### config.mk
export PLATFORM = sky130hd
export DESIGN_NAME = calculator_core
export DESIGN_NICKNAME = d
export VERILOG_FILES = /design/src/rtl/calculator_core.sv
export SDC_FILE = /design/constraint.sdc
export NUM_CORES = 1
export LEC_CHECK = 0
export CAP_MARGIN = 40
export CORE_MARGIN = 8
export CORE_UTILIZATION = 50
export DETAILED_ROUTE_END_ITERATION = 8
export GPL_TIMING_DRIVEN = 0
export PLACE_DENSITY_LB_ADDON = 0.15
export SYNTH_ARGS = -nofsm -noshare
export SYNTH_HDL_FRONTEND = slang
export SYNTH_SLANG_ARGS = --single-unit
### constraint.sdc
create_clock -name clk_g -period 4.5 [get_ports clk_g]
set_clock_uncertainty 0.1 [all_clocks]
set_input_delay 0.9 -clock clk_g [delete_from_list [all_inputs] [get_ports clk_g]]
set_output_delay 0.9 -clock clk_g [all_outputs]
set_load 0.02 [all_outputs]
### src/rtl/calculator_core.sv
// calculator_core: debounced-button ALU with iterative 16x16 MUL and restoring DIV
module calculator_core #(
    parameter logic [31:0] DB_MAX = 32'd1_9999,
    parameter logic [4:0]  ITER   = 5'd16
) (
    input  logic        clk_g,
    input  logic        rst,
    input  logic        button,
    input  logic [15:0] sw_a,
    input  logic [15:0] sw_b,
    input  logic [2:0]  sw_op,
    output logic [31:0] cal_result,
    output logic        busy,
    output logic        done,
    output logic        err
);
    typedef enum logic [1:0] {S_IDLE, S_EXEC, S_ITER, S_DONE} state_t;
    state_t state_q, state_d;
    logic        sync1_q, sync1_d, sync2_q, sync2_d, stable_q, stable_d, stable_dly_q, stable_dly_d;
    logic [31:0] db_cnt_q, db_cnt_d;
    logic [15:0] a_q, a_d, b_q, b_d;
    logic [2:0]  op_q, op_d;
    logic [31:0] acc_q, acc_d, result_q, result_d, alu_res, mul_step, div_step;
    logic [4:0]  cnt_q, cnt_d;
    logic        busy_q, busy_d, err_q, err_d;
    logic        start, db_hit, last_step, div_fit;
    logic [16:0] div_trial, div_rem;

    assign cal_result = result_q;
    assign busy       = busy_q;
    assign err        = err_q;

    // all state registers, cleared together by the synchronous reset
    always_ff @(posedge clk_g) begin
        if (rst) begin
            state_q      <= S_IDLE;
            sync1_q      <= 1'b0;
            sync2_q      <= 1'b0;
            stable_q     <= 1'b0;
            stable_dly_q <= 1'b0;
            db_cnt_q     <= '0;
            a_q          <= '0;
            b_q          <= '0;
            op_q         <= '0;
            acc_q        <= '0;
            cnt_q        <= '0;
            result_q     <= '0;
            busy_q       <= 1'b0;
            err_q        <= 1'b0;
        end else begin
            state_q      <= state_d;
            sync1_q      <= sync1_d;
            sync2_q      <= sync2_d;
            stable_q     <= stable_d;
            stable_dly_q <= stable_dly_d;
            db_cnt_q     <= db_cnt_d;
            a_q          <= a_d;
            b_q          <= b_d;
            op_q         <= op_d;
            acc_q        <= acc_d;
            cnt_q        <= cnt_d;
            result_q     <= result_d;
            busy_q       <= busy_d;
            err_q        <= err_d;
        end
    end

    // synchronise the button, accept a new level only after it holds for DB_MAX cycles
    always_comb begin
        sync1_d      = button;
        sync2_d      = sync1_q;
        db_hit       = db_cnt_q == DB_MAX;
        db_cnt_d     = (sync2_q == stable_q || db_hit) ? '0 : db_cnt_q + 32'd1;
        stable_d     = (sync2_q != stable_q && db_hit) ? sync2_q : stable_q;
        stable_dly_d = stable_q;
        start        = stable_q & ~stable_dly_q;
    end

    // sequencing: single-cycle ops skip ITER, as does divide-by-zero
    always_comb begin
        state_d   = state_q;
        last_step = cnt_q == ITER - 5'd1;
        case (state_q)
            S_IDLE:  state_d = start ? S_EXEC : S_IDLE;
            S_EXEC:  state_d = (!op_q[2] || !op_q[1] || (op_q[0] && b_q == '0)) ? S_DONE : S_ITER;
            S_ITER:  state_d = last_step ? S_DONE : S_ITER;
            default: state_d = S_IDLE;
        endcase
    end

    // done marks the cycle in which the freshly written result is first visible
    always_comb begin
        done = state_q == S_DONE;
    end

    // single-cycle ALU results
    always_comb begin
        case (op_q)
            3'd0:    alu_res = {16'b0, a_q} + {16'b0, b_q};
            3'd1:    alu_res = {16'b0, a_q} - {16'b0, b_q};
            3'd2:    alu_res = {16'b0, a_q & b_q};
            3'd3:    alu_res = {16'b0, a_q | b_q};
            3'd4:    alu_res = {16'b0, a_q ^ b_q};
            default: alu_res = {16'b0, a_q} << b_q[4:0];
        endcase
    end

    // acc holds the MUL partial product, or {remainder, dividend/quotient} for DIV
    always_comb begin
        mul_step  = acc_q + (b_q[cnt_q[3:0]] ? ({16'b0, a_q} << cnt_q[3:0]) : 32'b0);
        div_trial = {acc_q[31:16], acc_q[15]};
        div_fit   = div_trial >= {1'b0, b_q};
        div_rem   = div_fit ? div_trial - {1'b0, b_q} : div_trial;
        div_step  = {div_rem[15:0], acc_q[14:0], div_fit};
        a_d       = a_q;
        b_d       = b_q;
        op_d      = op_q;
        acc_d     = acc_q;
        cnt_d     = cnt_q;
        result_d  = result_q;
        busy_d    = busy_q;
        err_d     = err_q;
        case (state_q)
            S_IDLE: if (start) begin
                a_d    = sw_a;
                b_d    = sw_b;
                op_d   = sw_op;
                err_d  = 1'b0;
                busy_d = 1'b1;
            end
            S_EXEC: begin
                cnt_d = '0;
                if (!op_q[2] || !op_q[1]) result_d = alu_res;
                else if (!op_q[0]) acc_d = '0;
                else if (b_q == '0) begin
                    result_d = 32'hFFFF_FFFF;
                    err_d    = 1'b1;
                end else acc_d = {16'b0, a_q};
            end
            S_ITER: begin
                acc_d    = op_q[0] ? div_step : mul_step;
                cnt_d    = cnt_q + 5'd1;
                result_d = last_step ? acc_d : result_q;
            end
            default: busy_d = 1'b0;
        endcase
    end
endmodule

* Word-level counts from Yosys, hierarchy flattened
Cells that the tools add are included.
Cells by class: add/sub/neg operators 6, order comparisons 2, equality and inequality tests 19, shift-type cells 2, multiplexer cells 27, bitwise operators 6, reductions and logical operators 19
Operators with widths (count):
- $mux 32 | 9
- $pmux 32 s5 | 1
- $pmux 32 s2 | 2
- $add 32x1->32 const B | 1
- $add 32x32->32 | 1
- $eq 32x15->1 const B | 1
- $shl 16x4->32 | 1
- $shl 16x5->32 | 1
- $add 16x16->17 | 1
- $ge 17x16->1 | 1
- $sub 16x16->17 | 1
- $and 16x16->16 | 1
- $logic_not 16->1 | 1
- $mux 16 | 1
- $or 16x16->16 | 1
- $sub 16x16->16 | 1
- $xor 16x16->16 | 1
- $ne 2x2->1 const B | 5
- $pmux 5 s2 | 1
- $mux 1 | 9
- $ne 3x3->1 const B | 3
- $eq 3x2->1 const B | 2
- $pmux 2 s3 | 1
- $add 5x1->5 const B | 1
- other kinds (23) | 33
Word-level totals: register bits 144, input port bits 38, output and inout bits 35, logic and storage cells 95

* Depth between registers and ports, before layout
depth in word-level cells 7, gate-level depth with buffers 19, depth with buffers taken out 16

* Worst setup path before layout
Ideal clock, no wire load.
path type reg-to-reg, start point reg cnt_q[0], end point reg acc_q[25], library setup time 83 ps, arrival time 4450 ps, required time 4317 ps, setup slack -133 ps, stages on the path, launching flop included 19, buffers on the path 3, clock period less this slack 4633 ps, cell sequence dfxtp_1 > clkbuf_1 > mux4_2 > nand2_1 > o21ai_0 > nand2_1 > and2_1 > clkbuf_1 > clkbuf_1 > nor2_1 > ha_1 > a21oi_1 > nand2_1 > a2111oi_2 > o2111ai_1 > a21oi_1 > mux2i_1 > or4_4 > o31ai_4
Between the ends: cells in the longest elaborated chain, start to end 6, elaborated cells on any way between the ends 7
RTL lines:
- start, declared | line 24 | logic [4:0] cnt_q, cnt_d;
- start signal, assigned | line 61 | cnt_q <= cnt_d;
- $bmux 1 s4 | line 110 | mul_step = acc_q + (b_q[cnt_q[3:0]] ? ({16'b0, a_q} << cnt_q[3:0]) : 32'b0);
- $mux 1 (implied by the code) | line 110
- $mux 32 * | line 110
- $add 32x32->32 * | line 110
- $mux 32 * | line 141 | acc_d = op_q[0] ? div_step : mul_step;
- $pmux 32 s2 * | line 123 | case (state_q)
- end signal, assigned | line 45 | acc_q <= '0;
- end signal, assigned | line 60 | acc_q <= acc_d;
- end, declared | line 23 | logic [31:0] acc_q, acc_d, result_q, result_d, alu_res, mul_step, div_step;
Mark *: on every way between the ends. The rest lies on a longest branch, timed or not. The select of a mux whose other input is x is not followed. A chain may end at the register's enable or synchronous reset.

* Worst setup path in the final report
start point reg op_q[0], end point reg acc_q[9]
Between the ends: cells in the longest elaborated chain, start to end 3, elaborated cells on any way between the ends 6
RTL lines:
- start, declared | line 22 | logic [2:0] op_q, op_d;
- start signal, assigned | line 59 | op_q <= op_d;
- $mux 32 | line 134 | else if (!op_q[0]) acc_d = '0;
- $mux 32 | line 133 | if (!op_q[2] || !op_q[1]) result_d = alu_res;
- $pmux 32 s2 | line 123
Several ways; a longest one is shown, not always the timed one. The select of a mux whose other input is x is not followed.

==> impl_metrics.env <==
export IMPL_placementRows=60
export IMPL_worst_slew_pin_slew_ns=0.983
export IMPL_maxCapViolCount=0
export IMPL_slew_violations=0
export IMPL_antenna_found_initial=0
export IMPL_max_freq_mhz=224
export IMPL_synth_area_per_cell_um2=7.35
export IMPL_drive_above_1_share=0.104
export IMPL_worstPathCellList="clkbuf_1 -> clkbuf_1 -> clkbuf_1 -> buf_1 -> o21ai_0 -> a221oi_1 -> nor2_1"
export IMPL_dr_pass1_iters=8
export IMPL_async_flop_share=0
export IMPL_ir_worst_vdd_uv=246
export IMPL_synth_edf_count=0
export IMPL_wire_per_inst_um=26.0
export IMPL_grt_overflow=0
export IMPL_cts_num_sinks=144
export IMPL_synth_common_cells="nand2_1, nor2_1, a21oi_1, dfxtp_1, o21ai_0"
export IMPL_worstSetupEndpointType="register"
export IMPL_finalNetCount=2105
export IMPL_outcome="completed"
export IMPL_hold_path_depth=2
export IMPL_hold_ws_ns=0.357
export IMPL_finalHoldViolations=0
export IMPL_rrSetupSlack_ns=0.03
export IMPL_finalCritPeriodShare=0.993
export IMPL_setup_violations=0
export IMPL_hp_start="cal_result[4]$_SDFFE_PP0P_"
export IMPL_design_core_area_um2=26900
export IMPL_cp_max_fo=10
export IMPL_rr_startpoint="op_q[0]$_SDFFE_PP0P_"
export IMPL_cp_start_kind="register"
export IMPL_drc_errors=0
export IMPL_die_y_um=181
export IMPL_r2r_end="acc_q[9]$_SDFFE_PP0P_"
export IMPL_synth_seq_area_share=0.211
export IMPL_ff2ff_path_depth=7
export IMPL_ys_ff_latch=144
export IMPL_initial_core_util=0.509
export IMPL_synth_most_common_cell="nand2_1"
export IMPL_insertion_delay_ns=0.46
export IMPL_fin_util=0.596
export IMPL_power_density_nw_per_um2=184
export IMPL_vias=15500
export IMPL_cts_max_path_buffers=2
export IMPL_cts_tree="done"
export IMPL_power_mw=2.94
export IMPL_viasPerCell=6.70
export IMPL_io_buffers=71
export IMPL_cp_required_ns=4.72
export IMPL_yosys_warnings=0
export IMPL_numCtsBuffers=17
export IMPL_wirelength_um=60300
export IMPL_hold_path_class="reg2reg"
export IMPL_grt_use_total=0.355
export IMPL_clk_pin_slew_ns=0.08
export IMPL_cts_root_buf="clkbuf_16"
export IMPL_area_delta_synth_final_pct=17.1
export IMPL_cts_hold_fix_buffers=0
export IMPL_crit_arrival_ns=4.69
export IMPL_synth_top_area_share=0.211
export IMPL_p_leak_nw=5.77
export IMPL_first_global_vias=14400
export IMPL_cp_slowest_cell="clkbuf_1"
export IMPL_grt_pass1_wl_um=89300
export IMPL_fin_crit_ns=4.47
export IMPL_hold_end="cal_result[4]$_SDFFE_PP0P_"
export IMPL_path_class="reg2reg"
export IMPL_syn_inst=1860
export IMPL_synth_area_um2=13700
export IMPL_grt_max_degree=18
export IMPL_dp_hpwl_um=46600
export IMPL_synth_cell_types=87
export IMPL_slowest_delay_ns=0.76
export IMPL_synth_nets=2005
export IMPL_synth_main_ff_cell="dfxtp_1"
export IMPL_crit_path_frequent_cell="clkbuf_1"
export IMPL_dieArea_um2=32900
export IMPL_synth_top_cell_by_area="dfxtp_1"
export IMPL_synthTopCellsByArea="dfxtp_1, ha_1, nand2_1, a21oi_1, nor2_1"
export IMPL_diodes=0
export IMPL_pin_count=73
export IMPL_routabilityCongestion=1.04
export IMPL_drtIter0Drc=2013
export IMPL_relSlewSlack=0.328
export IMPL_fill_cells=2573
export IMPL_cts_max_level=4
export IMPL_die_w_um=181
export IMPL_ant_nets=0
## timing repair
action | CTS | global route
pin swaps | 7 | 11
hold endpoints to repair | 0 | 0
endpoints found under the setup margin | 49 | 46
setup buffers | 3 | 7
resized for setup | 72 | 89
## per-stage QoR
step | TNS [ns] | setup WS [ns] | area, µm² | std cells
after floorplan | 0 | 0.0588 | 13700 | 1860
after global routing | -0.191 | -0.0720 | 16000 | 2314
after detailed placement | -36.37 | -1.06 | 14900 | 2278
final | 0 | 0.0335 | 16000 | 2314
after global placement | -37.66 | -1.41 | 14800 | 2272
after CTS | -0.0860 | -0.0369 | 15800 | 2312
## report_power, final
part | internal [mW] | leakage (nW) | switching, mW
clock network | 0.860 | 0.309 | 0.743
registers | 1.27 | 1.16 | 0.000695
logic | 0.0318 | 4.30 | 0.0335
total | 2.17 | 5.77 | 0.777
## how the worst max path moves through the flow
stage | startpoint | endpoint | slack [ns] | cells after the start
after floorplan | cnt_q[0]$_SDFFE_PP0N_ | acc_q[25]$_SDFFE_PP0P_ | 0.06 | 18
after global placement | cnt_q[0]$_SDFFE_PP0N_ | cal_result[27]$_SDFFE_PP0P_ | -1.41 | 18
after detailed placement | cnt_q[0]$_SDFFE_PP0N_ | cal_result[27]$_SDFFE_PP0P_ | -1.06 | 19
after CTS | cnt_q[0]$_SDFFE_PP0N_ | acc_q[31]$_SDFFE_PP0P_ | -0.04 | 17
after global routing | cnt_q[1]$_SDFFE_PP0N_ | cal_result[19]$_SDFFE_PP0P_ | -0.07 | 17
final | op_q[0]$_SDFFE_PP0P_ | acc_q[9]$_SDFFE_PP0P_ | 0.03 | 7
## state kept, by name (all words and copies together), names as in the netlist, 2 cells and up
name,cells
a_q,16
acc_q,32
b_q,16
cal_result,32
cnt_q,5
db_cnt_q,32
op_q,3
state_q,2
## cell families after synthesis
logic type      synth area share
buf+inv                   0.0597
xor+xnor                  0.0404
fa+ha+maj                  0.100
mux                       0.0903
flops                      0.211
compound gates             0.282
simple gates               0.217
## layer usage
layer | GRT usage | share of wire | up-vias | wire length (µm)
met3 | 0.0931 | 0.12 | 227 | 7340
met5 | 0 | 0 | - | 0
met4 | 0.207 | 0.067 | 0 | 4060
met2 | 0.528 | 0.42 | 1072 | 25200
met1 | 0.457 | 0.39 | 7229 | 23600
li1 | - | - | 6986 | -
## placed cells by master, fill, tap and decap left out, types with 43 or more instances in the layout
cell             count
nand2_1            237
nor2_1             172
a21oi_1            158
dfxtp_1            137
o21ai_0            111
ha_1                98
clkbuf_1            88
clkdlybuf4s50_1     71
inv_1               67
mux2i_1             64
nor3_1              50
nand3_1             43
## critical path: cells and delay by family, from the launching register on
family | cells | cell delay, ns
AOI/OAI and AO/OA | 2 | 1.10
and+or+nand+nor | 1 | 0.11
buffers and inverters | 4 | 2.68
DFF | 1 | 0.33
## final cells by class
class | count | area (µm²) | area share
repair buffers | 88 | 847 | 0.0529
multi-input cells | 1504 | 10300 | 0.645
inverters | 75 | 293 | 0.0183
flip-flops and latches | 144 | 2890 | 0.181
well taps | 341 | 427 | 0.0266
plain buffers | 130 | 584 | 0.0365
clock buffers | 17 | 425 | 0.0266
clock inverters | 15 | 215 | 0.0134
(Power assumes the default switching activity.)
